<file path="config.mk">
export PLATFORM = sky130hd
export DESIGN_NAME = demux1t2_32_buf
export DESIGN_NICKNAME = d
export VERILOG_FILES = /design/src/rtl/demux1t2_32_buf.sv
export SDC_FILE = /design/constraint.sdc
export NUM_CORES = 1
export LEC_CHECK = 0
export ABC_AREA = 1
export ABC_CLOCK_PERIOD_IN_PS = 1810
export BUFFER_PORTS_ARGS = -buffer_cell sky130_fd_sc_hd__buf_2
export CORE_AREA = 8 8 142 144
export DETAILED_ROUTE_END_ITERATION = 6
export DIE_AREA = 0 0 150 152
export PLACE_DENSITY = 0.58
export SLEW_MARGIN = 10
export SYNTH_ARGS = -nofsm -noshare
export SYNTH_HDL_FRONTEND = slang
export SYNTH_HIERARCHICAL = 1
export SYNTH_SLANG_ARGS = --single-unit
export TNS_END_PERCENT = 1
</file>
<file path="constraint.sdc">
create_clock -name clk -period 1.81 [get_ports clk]
set_clock_uncertainty 0.15 [all_clocks]
set_input_delay 0.2715 -clock clk [delete_from_list [all_inputs] [get_ports clk]]
set_output_delay 0.2715 -clock clk [all_outputs]
set_load 0.05 [all_outputs]
</file>
<file path="src/rtl/demux1t2_32_buf.sv">
// Buffered 1:2 demux: routes one valid/ready word stream to two
// sinks, each fronted by its own small FIFO so one stall can't block the other.
//
// Ports:
//   clk, rst_n                 clock, async active-low reset
//   in_valid/in_ready/in_data  source handshake and word
//   s                          route select (0 -> ch0, 1 -> ch1)
//   o0_valid/o0_ready/o0_data  channel 0 sink handshake and head word
//   o1_valid/o1_ready/o1_data  channel 1 sink handshake and head word
//   o0_count/o1_count          per-channel FIFO occupancy

module demux1t2_32_buf_fifo #(
  parameter int WIDTH = 32,
  parameter int DEPTH = 2,
  localparam int AW = $clog2(DEPTH),
  localparam int CW = AW + 1
) (
  input  logic             clk,
  input  logic             rst_n,
  input  logic             push_i,
  input  logic [WIDTH-1:0] data_i,
  input  logic             ready_i,
  output logic             valid_o,
  output logic [WIDTH-1:0] data_o,
  output logic [CW-1:0]    count_o,
  output logic             full_o
);

  logic [WIDTH-1:0] mem_q [DEPTH];
  logic [AW-1:0]    wptr_q, wptr_d;
  logic [AW-1:0]    rptr_q, rptr_d;
  logic [CW-1:0]    cnt_q, cnt_d;
  logic             pop;

  // An empty FIFO ignores the sink's ready, so it can never underflow.
  assign valid_o = (cnt_q != '0);
  assign pop     = valid_o & ready_i;
  assign full_o  = (cnt_q == CW'(DEPTH));
  assign data_o  = mem_q[rptr_q];
  assign count_o = cnt_q;

  // DEPTH is a power of two, so pointer wrap is plain overflow.
  always_comb begin
    wptr_d = wptr_q;
    rptr_d = rptr_q;
    cnt_d  = cnt_q;
    if (push_i) wptr_d = wptr_q + AW'(1);
    if (pop)    rptr_d = rptr_q + AW'(1);
    unique case ({push_i, pop})
      2'b10:   cnt_d = cnt_q + CW'(1);
      2'b01:   cnt_d = cnt_q - CW'(1);
      default: cnt_d = cnt_q;
    endcase
  end

  always_ff @(posedge clk or negedge rst_n) begin
    if (!rst_n) begin
      wptr_q <= '0;
      rptr_q <= '0;
      cnt_q  <= '0;
    end else begin
      wptr_q <= wptr_d;
      rptr_q <= rptr_d;
      cnt_q  <= cnt_d;
    end
  end

  always_ff @(posedge clk or negedge rst_n) begin
    if (!rst_n) begin
      for (int i = 0; i < DEPTH; i++) mem_q[i] <= '0;
    end else if (push_i) begin
      mem_q[wptr_q] <= data_i;
    end
  end

endmodule

module demux1t2_32_buf #(
  parameter int WIDTH = 32,
  parameter int DEPTH = 2,
  localparam int CW = $clog2(DEPTH) + 1
) (
  input  logic             clk,
  input  logic             rst_n,
  input  logic             in_valid,
  output logic             in_ready,
  input  logic [WIDTH-1:0] in_data,
  input  logic             s,
  output logic             o0_valid,
  input  logic             o0_ready,
  output logic [WIDTH-1:0] o0_data,
  output logic             o1_valid,
  input  logic             o1_ready,
  output logic [WIDTH-1:0] o1_data,
  output logic [CW-1:0]    o0_count,
  output logic [CW-1:0]    o1_count
);

  logic full0, full1;
  logic push0, push1;

  // Ready looks only at the registered count: a full FIFO refuses
  // even when its sink drains on the same edge.
  assign in_ready = s ? ~full1 : ~full0;
  assign push0    = in_valid & in_ready & ~s;
  assign push1    = in_valid & in_ready &  s;

  demux1t2_32_buf_fifo #(
    .WIDTH(WIDTH),
    .DEPTH(DEPTH)
  ) u_ch0 (
    .clk    (clk),
    .rst_n  (rst_n),
    .push_i (push0),
    .data_i (in_data),
    .ready_i(o0_ready),
    .valid_o(o0_valid),
    .data_o (o0_data),
    .count_o(o0_count),
    .full_o (full0)
  );

  demux1t2_32_buf_fifo #(
    .WIDTH(WIDTH),
    .DEPTH(DEPTH)
  ) u_ch1 (
    .clk    (clk),
    .rst_n  (rst_n),
    .push_i (push1),
    .data_i (in_data),
    .ready_i(o1_ready),
    .valid_o(o1_valid),
    .data_o (o1_data),
    .count_o(o1_count),
    .full_o (full1)
  );

endmodule

</file>
==> results.toml <==
[outcome]
status = "finished with violations"
violations = "setup timing"

[synthesis]
postSynthAreaPerCell_um2 = 8.27
synth_top_area_share_pct = 55.1
yosysTopAreaCell = "dfrtp_1"
yosysWarnings = 6
synth_compound_area_share_pct = 13.2
synth_cells = 747
async_flop_share_pct = 100
yosys-mux-area-fraction_pct = 0
synthAdderAreaFrac_pct = 0.405
synth.area.top_cells = "dfrtp_1, nand2_1, o21ai_2"
synth.distinct_cells = 19
synth_nets = 787
synthFlopType = "dfrtp_1"
synth_edf_count = 0
synth_top_family_by_area = "simple AND/OR/NAND/NOR gates"
synth_most_common_cell = "nand2_1"
netlist_area_um2 = 6170
synthSimpleGateAreaFrac_pct = 22.0
synth-seq-area-share_pct = 55.1
synth_common_cells = "nand2_1, dfrtp_1, inv_1"
synth_xor_area_share_pct = 0.284
ys_ff_latch = 136

[floorplan]
floorplan.initialDensity_pct = 34.7
rows = 49
die_w_um = 150
core_area_um2 = 17800
die_height_um = 152
ioPinCount = 109
die-area_um2 = 22800

[place]
portBuffers = 108
dp_cells = 1070
gp_congestion = 0.733
dp_hpwl_um = 11500
placement.cell_area_um2 = 7040

[route]
wirelength_um = 17200
drcViolationCount = 0
detail-route-antenna-nets = 0
vias = 5102
post_drt_wl_per_cell_um = 15.2
dr.pass1.iters = 4
drtIter0Drc = 320
vias_per_cell = 4.49

[clocking]
insertion_delay_ns = 0.42
cts_tree = "yes"
cts_sinks = 136
numCtsBuffers = 17
clkTransAtPathRegs_ns = 0.06
cts_max_path_buffers = 2
cts_root_buffer = "clkbuf_16"
htreeDepth = 4

[critical_path]
crit_type = "flop to primary output"
crit_buf_inv = 3
required_ns = 1.39
crit_fanout = 8
critical-path-max-stage-delay_ns = 0.44
cpMaxStageDelayCell = "dfrtp_2"
setup.worst_path.end_class = "primary output"
cp_common_cell = "buf_8"
worstPathCellList = "inv_4, buf_8, nand2_1, nand2_2, buf_8"
startpoint_type = "flop"
crit_family = "flip-flops"
arrival_ns = 1.43

[pwr]
fin_total_pwr_mw = 20.2
p_leak_nw = 4.58
ir_drop_v = 0.00151
pwr_density_cell_nw_per_um2 = 2320

[global_routing]
grt_start_max_net_pins = 49
grt_usage_pct = 15.2
antenna_found_initial = 1
grt_pass1_wl_um = 27200
grt_pass1_vias = 5138
grt_remaining_overflow = 0

[flow_run]
maxCapViolCount = 0

[timing]
max_freq_ghz = 0.540
fin_hold_ws_ns = 0.0104
fin_ws_ns = -0.0429
period_minus_slack_ns = 1.85
setup_viol = 47
period_share_pct = 102
hold_viol_final = 0
rsz0062_at_grt = "yes"
slew_headroom_pct = 74.4
finalMaxSlewViolations = 0
tightest_slew_ns = 0.383

[finish]
design_area_um2 = 8710
syn_to_final_growth_pct = 41.0
drive_gt1_share_pct = 29.7
utilization_pct = 49.0
antenna_cells = 0
stdcell_count = 1136
nets = 935

[min_path]
hold_path.class = "input pin to flop"
timing repair:
action                                 in CTS  in global routing
setup endpoints to repair                  97                130
endpoints found under the hold margin     183                  0
hold buffers                               34                  0
gates resized for setup                   131                 95
pin swaps                                   2                  6
cloned                                      1                  0
buffers inserted                            1                  0
sequential cells by signal (all words and copies together), names as in the netlist:
name,count
u_ch1/wptr_q,1
u_ch1/count_o,2
u_ch1/rptr_q,1
u_ch0/mem_q,64
u_ch0/count_o,2
u_ch1/mem_q,64
u_ch0/wptr_q,1
u_ch0/rptr_q,1
power by group:
group	internal (mW)	leakage [nW]	switching, mW
clock	2.23	0.301	1.26
combinational	4.14	2.59	7.31
sequential	4.48	1.69	0.769
total	10.8	4.58	9.34
cell usage in the layout, fill, tap and decap left out, types with 10 or more instances in the layout:
cell / count
o21ai_0: 64
buf_12: 10
o21ai_1: 18
buf_8: 32
nand2_2: 43
o21ai_2: 46
buf_2: 42
dfrtp_1: 132
buf_4: 11
dlygate4sd3_1: 34
inv_1: 76
nand2_1: 302
clkbuf_16: 17
buf_6: 40
cell type report:
class                   count  area (um^2)
fillers                  1729         9070
flip-flops and latches    136         3410
multi-input cells         489         2340
repair buffers            169         1760
clock buffers              23          508
inverters                  82          310
well taps                 229          287
clock inverters             8         92.6
worst min-delay path: cells and delay by family:
family / cells / cell delay (ns)
buf+inv: 2 / 0.20
compound gates: 1 / 0.06
layer usage:
| layer | track usage [%] | vias up | routed length, um |
|---|---|---|---|
| li1 | - | 2594 | - |
| met4 | 4.81 | 2 | 159 |
| met5 | 0 | - | 9 |
| met1 | 19.4 | 2373 | 7420 |
| met3 | 4.75 | 10 | 1070 |
| met2 | 24.0 | 123 | 8550 |
stage by stage:
stage	worst slack (ns)	setup TNS, ns
after global routing	-0.110	-4.68
after floorplan	-0.120	-5.42
final	-0.0429	-0.719
after global placement	-0.0178	-0.400
after CTS	-0.116	-3.97
after detailed placement	-0.0451	-1.14
path summary, 6_finish.rpt:
kind                                                    from  slack (ns)  cells after the start                          end
worst max-delay path                u_ch0/rptr_q$_DFFE_PN0P_       -0.04                      5                   o0_data[3]
worst min-delay path                              in_data[0]        0.01                      3  u_ch0/mem_q[32]$_DFFE_PN0P_
worst max register to register  u_ch0/count_o[1]$_DFFE_PN0P_        0.08                     10  u_ch0/mem_q[37]$_DFFE_PN0P_
worst min register to register   u_ch1/mem_q[35]$_DFFE_PN0P_        0.33                      2  u_ch1/mem_q[35]$_DFFE_PN0P_
max in group asynchronous                              rst_n        0.74                      3  u_ch1/mem_q[11]$_DFFE_PN0P_
min in group asynchronous                              rst_n        0.20                      2  u_ch0/mem_q[14]$_DFFE_PN0P_
logic make-up (layout without fill, tap and decap cells):
group	after synthesis	in the layout
flops	136	136
simple gates	357	357
fa+ha+maj	2	2
buf+inv	122	282
compound gates	128	128
xor+xnor	2	2
Power figures use the tool's default switching activity.
